[config.mk]
export PLATFORM = sky130hd
export DESIGN_NAME = bcd_sevenseg_scan
export DESIGN_NICKNAME = d
export VERILOG_FILES = /design/src/rtl/bcd_sevenseg_scan.sv
export SDC_FILE = /design/constraint.sdc
export NUM_CORES = 1
export LEC_CHECK = 0
export CAP_MARGIN = 10
export CORE_UTILIZATION = 46
export CTS_CLUSTER_DIAMETER = 200
export CTS_CLUSTER_SIZE = 16
export DETAILED_ROUTE_END_ITERATION = 10
export GPL_TIMING_DRIVEN = 0
export PLACE_DENSITY_LB_ADDON = 0.2
export SETUP_SLACK_MARGIN = 0.02
export SLEW_MARGIN = 40
export SYNTH_ARGS = -nofsm -noshare
export SYNTH_HDL_FRONTEND = slang
export SYNTH_SLANG_ARGS = --single-unit
[constraint.sdc]
create_clock -name clk -period 1.9 [get_ports clk]
set_input_delay 0.38 -clock clk [delete_from_list [all_inputs] [get_ports clk]]
set_output_delay 0.38 -clock clk [all_outputs]
set_load 0.01 [all_outputs]
[src/rtl/bcd_sevenseg_scan.sv]
// Time-multiplexed common-anode seven-segment driver for packed BCD digits.
// Digits and decimal points are latched into a shadow register once per frame so the
// visible value never tears. One digit is lit per scan slot, LSD first.
// Optional build macro: LEADING_ZERO_BLANK_EN blanks leading zero digits (digit 0 is kept).
module bcd_sevenseg_scan #(
  parameter int unsigned NUM_DIGITS     = 4,
  parameter int unsigned SCAN_DIV       = 1000,
  parameter bit          SEG_ACTIVE_LOW = 1'b1,
  parameter bit          AN_ACTIVE_LOW  = 1'b1
) (
  input  logic                    clk,
  input  logic                    rst,
  input  logic [4*NUM_DIGITS-1:0] bcd_in,
  input  logic [NUM_DIGITS-1:0]   dp_in,
  input  logic                    hold,
  output logic [6:0]              seg,
  output logic                    dp,
  output logic [NUM_DIGITS-1:0]   an,
  output logic                    frame_done
);

  localparam int unsigned PresW = (SCAN_DIV > 1) ? $clog2(SCAN_DIV) : 1;
  localparam int unsigned IdxW  = (NUM_DIGITS > 1) ? $clog2(NUM_DIGITS) : 1;

  localparam logic [PresW-1:0] PresMax = PresW'(SCAN_DIV - 1);
  localparam logic [IdxW-1:0]  IdxMax  = IdxW'(NUM_DIGITS - 1);

  // Pin levels for "nothing lit" / "no anode enabled".
  localparam logic [6:0]            SegOff = SEG_ACTIVE_LOW ? 7'h7f : 7'h00;
  localparam logic                  DpOff  = SEG_ACTIVE_LOW;
  localparam logic [NUM_DIGITS-1:0] AnOff  = AN_ACTIVE_LOW ? '1 : '0;

  // Active-high abcdefg patterns; seg[6] = a, seg[0] = g.
  function automatic logic [6:0] decode(input logic [3:0] v);
    logic [6:0] p;
    case (v)
      4'd0:    p = 7'b1111110;
      4'd1:    p = 7'b0110000;
      4'd2:    p = 7'b1101101;
      4'd3:    p = 7'b1111001;
      4'd4:    p = 7'b0110011;
      4'd5:    p = 7'b1011011;
      4'd6:    p = 7'b1011111;
      4'd7:    p = 7'b1110000;
      4'd8:    p = 7'b1111111;
      4'd9:    p = 7'b1111011;
      default: p = 7'b0000001; // non-BCD codes show a dash
    endcase
    return p;
  endfunction

  logic [PresW-1:0]        presc_q, presc_d;
  logic [IdxW-1:0]         idx_q, idx_d;
  logic [4*NUM_DIGITS-1:0] shadow_bcd_q, shadow_bcd_d;
  logic [NUM_DIGITS-1:0]   shadow_dp_q, shadow_dp_d;
  logic                    frame_done_q;
  logic [6:0]              seg_q, seg_d;
  logic                    dp_q, dp_d;
  logic [NUM_DIGITS-1:0]   an_q, an_d;

  logic                    tick;
  logic                    capture;
  logic [3:0]              digits [NUM_DIGITS];
  logic [3:0]              cur_digit;
  logic [NUM_DIGITS-1:0]   blank;

  // Slot timing: prescaler wraps at SCAN_DIV-1, digit index advances once per slot.
  always_comb begin
    tick    = (presc_q == PresMax);
    presc_d = tick ? '0 : presc_q + PresW'(1);
    idx_d   = idx_q;
    if (tick) begin
      idx_d = (idx_q == IdxMax) ? '0 : idx_q + IdxW'(1);
    end
    capture = tick && (idx_q == IdxMax) && !hold;
  end

  // Shadow load happens only at the end of the last slot of a frame.
  always_comb begin
    shadow_bcd_d = shadow_bcd_q;
    shadow_dp_d  = shadow_dp_q;
    if (capture) begin
      shadow_bcd_d = bcd_in;
      shadow_dp_d  = dp_in;
    end
  end

  // Unpack the shadow into per-digit nibbles and pick the one for the current slot.
  always_comb begin
    for (int i = 0; i < int'(NUM_DIGITS); i++) begin
      digits[i] = shadow_bcd_q[4*i +: 4];
    end
    cur_digit = digits[idx_q];
  end

`ifdef LEADING_ZERO_BLANK_EN
  // A digit is blank when it and every digit above it are zero; digit 0 always shows.
  always_comb begin
    logic nz_seen;
    nz_seen = 1'b0;
    blank   = '0;
    for (int i = int'(NUM_DIGITS) - 1; i >= 1; i--) begin
      nz_seen  = nz_seen | (digits[i] != 4'd0);
      blank[i] = !nz_seen;
    end
  end
`else
  // Every digit is decoded, leading zeros included.
  always_comb begin
    blank = '0;
  end
`endif

  // Next-cycle pin values for the current slot, polarity applied after decode.
  always_comb begin
    logic [6:0]            seg_raw;
    logic [NUM_DIGITS-1:0] an_raw;
    seg_raw = decode(cur_digit);
    if (blank[idx_q]) begin
      seg_raw = '0;
    end
    an_raw        = '0;
    an_raw[idx_q] = 1'b1;
    seg_d = SEG_ACTIVE_LOW ? ~seg_raw : seg_raw;
    dp_d  = SEG_ACTIVE_LOW ? ~shadow_dp_q[idx_q] : shadow_dp_q[idx_q];
    an_d  = AN_ACTIVE_LOW ? ~an_raw : an_raw;
  end

  // State and output registers with synchronous reset taking priority.
  always_ff @(posedge clk) begin
    if (rst) begin
      presc_q      <= '0;
      idx_q        <= '0;
      shadow_bcd_q <= '0;
      shadow_dp_q  <= '0;
      frame_done_q <= 1'b0;
      seg_q        <= SegOff;
      dp_q         <= DpOff;
      an_q         <= AnOff;
    end else begin
      presc_q      <= presc_d;
      idx_q        <= idx_d;
      shadow_bcd_q <= shadow_bcd_d;
      shadow_dp_q  <= shadow_dp_d;
      frame_done_q <= capture;
      seg_q        <= seg_d;
      dp_q         <= dp_d;
      an_q         <= an_d;
    end
  end

  assign seg        = seg_q;
  assign dp         = dp_q;
  assign an         = an_q;
  assign frame_done = frame_done_q;

endmodule

==> impl_metrics.env <==
export IMPL_status="completed"
export IMPL_slew_limit_headroom_pct=66.83
export IMPL_clkTransAtPathRegs_ns=0.08
export IMPL_cts_buffers=5
export IMPL_cts_hold_repair_buffers=0
export IMPL_skew_ns=0.004852
export IMPL_synth_cells=188
export IMPL_maxCapViolations=0
export IMPL_placed_cells=273
export IMPL_grt_pass1_wl_um=6016
export IMPL_timing_hold_ws_ns=0.4776
export IMPL_cts_root_buf="clkbuf_8"
export IMPL_antenna_cells=0
export IMPL_syn_area_sq_um=1918
export IMPL_wl_per_cell_um=12.25
export IMPL_syn_nets=222
export IMPL_initial_core_util_pct=47.95
export IMPL_dr_pass1_iters=4
export IMPL_place_port_buffers=35
export IMPL_grtUsageTotal_pct=18.50
export IMPL_worstPathArrival_ns=1.97
export IMPL_leakage_nw=0.9224
export IMPL_ios=36
export IMPL_fin_area_sq_um=2532
export IMPL_peakVddDrop_uv=382.7
export IMPL_hold_viol_final=0
export IMPL_final_layout_size_suffix_gt1_share_pct=13.03
export IMPL_fin_total_pwr_mw=1.661
export IMPL_fin_crit_sh_pct=94.27
export IMPL_clock_latency_ns=0.30
export IMPL_placed_cell_area_sq_um=2331
export IMPL_p_int_mw=1.314
export IMPL_wl_um=3527
export IMPL_fin_tns_setup_ns=0
export IMPL_rsz0062_at_grt="true"
export IMPL_synth_edff_count=0
export IMPL_die_h_um=66.58
export IMPL_final_util_pct=63.31
export IMPL_drv_slew=0
export IMPL_yosysUniqueCellTypes=29
export IMPL_cts_tree="yes"
export IMPL_yosysMostFrequentCell="dfxtp_1"
export IMPL_ys_seq_area_share_pct=46.97
export IMPL_htree_levels=2
export IMPL_required_ns=2.07
export IMPL_worst_slew_pin_slew_ns=0.4975
export IMPL_synth_top_area_share_pct=46.97
export IMPL_yosys_warnings=0
export IMPL_grt_pass1_vias=1313
export IMPL_cts_path_max_buffers=2
export IMPL_post_dp_hpwl_um=2412
export IMPL_yosys_register_bits=45
export IMPL_core_area_sq_um=4000
export IMPL_gp_congestion=0.7927
export IMPL_fp_row_count=23
export IMPL_cts_sinks=45
export IMPL_synth_async_reset_ratio_pct=0
export IMPL_synthTopCellsByCount="dfxtp_1, nor2_1, mux2i_1"
export IMPL_r2r_start="idx_q[0]$_SDFFE_PP0N_"
export IMPL_first_iter_violations=65
export IMPL_fin_crit_ns=1.791
export IMPL_worstPathMaxFanout=5
export IMPL_die_w_um=66.58
export IMPL_synth_top_cells_by_area="dfxtp_1, mux2i_1, ha_1"
export IMPL_route_detailed_drc=0
export IMPL_ys_flop_type="dfxtp_1"
export IMPL_num_vias=1394
export IMPL_grt_max_degree=13
export IMPL_gr_total_overflow=0
export IMPL_final_cells=288
export IMPL_setup_viol=0
export IMPL_yosys_area_top_type="dfxtp_1"
export IMPL_place_ws_ns=-0.1521
export IMPL_crit_start="idx_q[0]$_SDFFE_PP0N_"
export IMPL_area_delta_synth_final_pct=32.03
export IMPL_antenna_found_initial=0
export IMPL_nNetsFinal=272
export IMPL_hold_path_class="register to register"
export IMPL_hold_start="presc_q[0]$_SDFF_PP0_"
export IMPL_worst_slack_ns=0.1088
export IMPL_seqPwrFrac_pct=58.2
export IMPL_vias_per_cell=4.840
export IMPL_worstSetupEndpointType="register"
export IMPL_pwr_share_clk_pct=35.4
export IMPL_crit_type="register to register"
export IMPL_die_area_sq_um=4432
export IMPL_power_density_nw_per_um2=655.8
export IMPL_combPwrFrac_pct=6.5
export IMPL_start_kind="register"
export IMPL_max_freq_mhz=558.3
export IMPL_antenna_left=0
export IMPL_switching_share_pct=20.89
export IMPL_switchingPower_mw=0.3469
export IMPL_avgSynthCellArea_sq_um=10.20
cell usage in the layout (no fill, tap or decap), drive strengths merged:
| master | count |
|---|---|
| mux4 | 5 |
| nor4b | 1 |
| or2 | 1 |
| nor2 | 34 |
| nand3 | 3 |
| clkdlybuf4s50 | 35 |
| mux2i | 23 |
| ha | 11 |
| mux2 | 1 |
| buf | 10 |
| nand2 | 6 |
| or3 | 2 |
| a311oi | 1 |
| xnor2 | 4 |
| nand4 | 2 |
| a21oi | 9 |
| nand4b | 1 |
| a21boi | 1 |
| nor3 | 3 |
| a31oi | 1 |
| o21bai | 2 |
| nor4 | 1 |
| xor2 | 2 |
| o21ai | 2 |
| inv | 7 |
| nand2b | 10 |
| clkbuf | 14 |
| a21o | 1 |
| dfxtp | 45 |
layout make-up:
type / count / area (sq um)
plain buffers: 9 / 53.80
clock buffers: 7 / 86.33
fillers: 339 / 1468
inverters: 7 / 26.28
multi-input cells: 127 / 970.9
flip-flops and latches: 45 / 904.6
well taps: 50 / 62.56
repair buffers: 43 / 427.9
path summary, 6_finish.rpt:
kind,cells after the start,slack (ns),endpoint
hold / removal,1,0.48,presc_q[0]$_SDFF_PP0_
hold reg to reg,1,0.48,presc_q[0]$_SDFF_PP0_
setup / recovery,6,0.11,seg[6]$_SDFF_PP1_
setup reg to reg,6,0.11,seg[6]$_SDFF_PP1_
cell families (layout without fill, tap and decap cells):
family | after synthesis | count (layout) | synth area share (%)
buffers and inverters | 16 | 66 | 3.587
adder cells (fa/ha/maj) | 11 | 11 | 7.175
XOR/XNOR | 6 | 6 | 2.740
AO/OA/AOI/OAI | 17 | 17 | 5.219
AND/OR/NAND/NOR | 64 | 64 | 15.85
multiplexers | 29 | 29 | 18.46
flip-flops | 45 | 45 | 46.97
worst max-delay path, stage by stage, from the launching register on:
cell and delay (ns):
dfxtp_4 0.37, buf_8 0.13, mux4_2 0.55, buf_4 0.17
ha_1 0.21, a21boi_2 0.16, a21oi_1 0.07
metal layers:
metal  wire (um)  GRT usage (%)  vias up
li1            -              -      731
met1        1755          24.58      622
met2        1567          28.03       34
met3         136          4.281        7
met4          68          8.777        0
met5           0              0        -
sequential cells by signal, indices dropped and copies added (netlist names):
register      cells
seg               7
idx_q             2
shadow_bcd_q     16
shadow_dp_q       4
frame_done        1
an                4
dp                1
presc_q          10
what timing repair did:
item,CTS,global route
pin swaps,0,2
buffers inserted,4,3
setup endpoints to repair,6,27
gates resized for setup,3,8
cloned,0,1
power groups by stage:
stage | registers [mW] | logic [mW] | clock network, mW
after floorplan | 0.991 | 0.0310 | 0
after global placement | 0.987 | 0.105 | 0
after detailed placement | 0.988 | 0.105 | 0
after CTS | 0.965 | 0.106 | 0.599
after global routing | 0.969 | 0.119 | 0.632
final | 0.966 | 0.107 | 0.588
No activity file was read; power rests on OpenSTA's default activity.
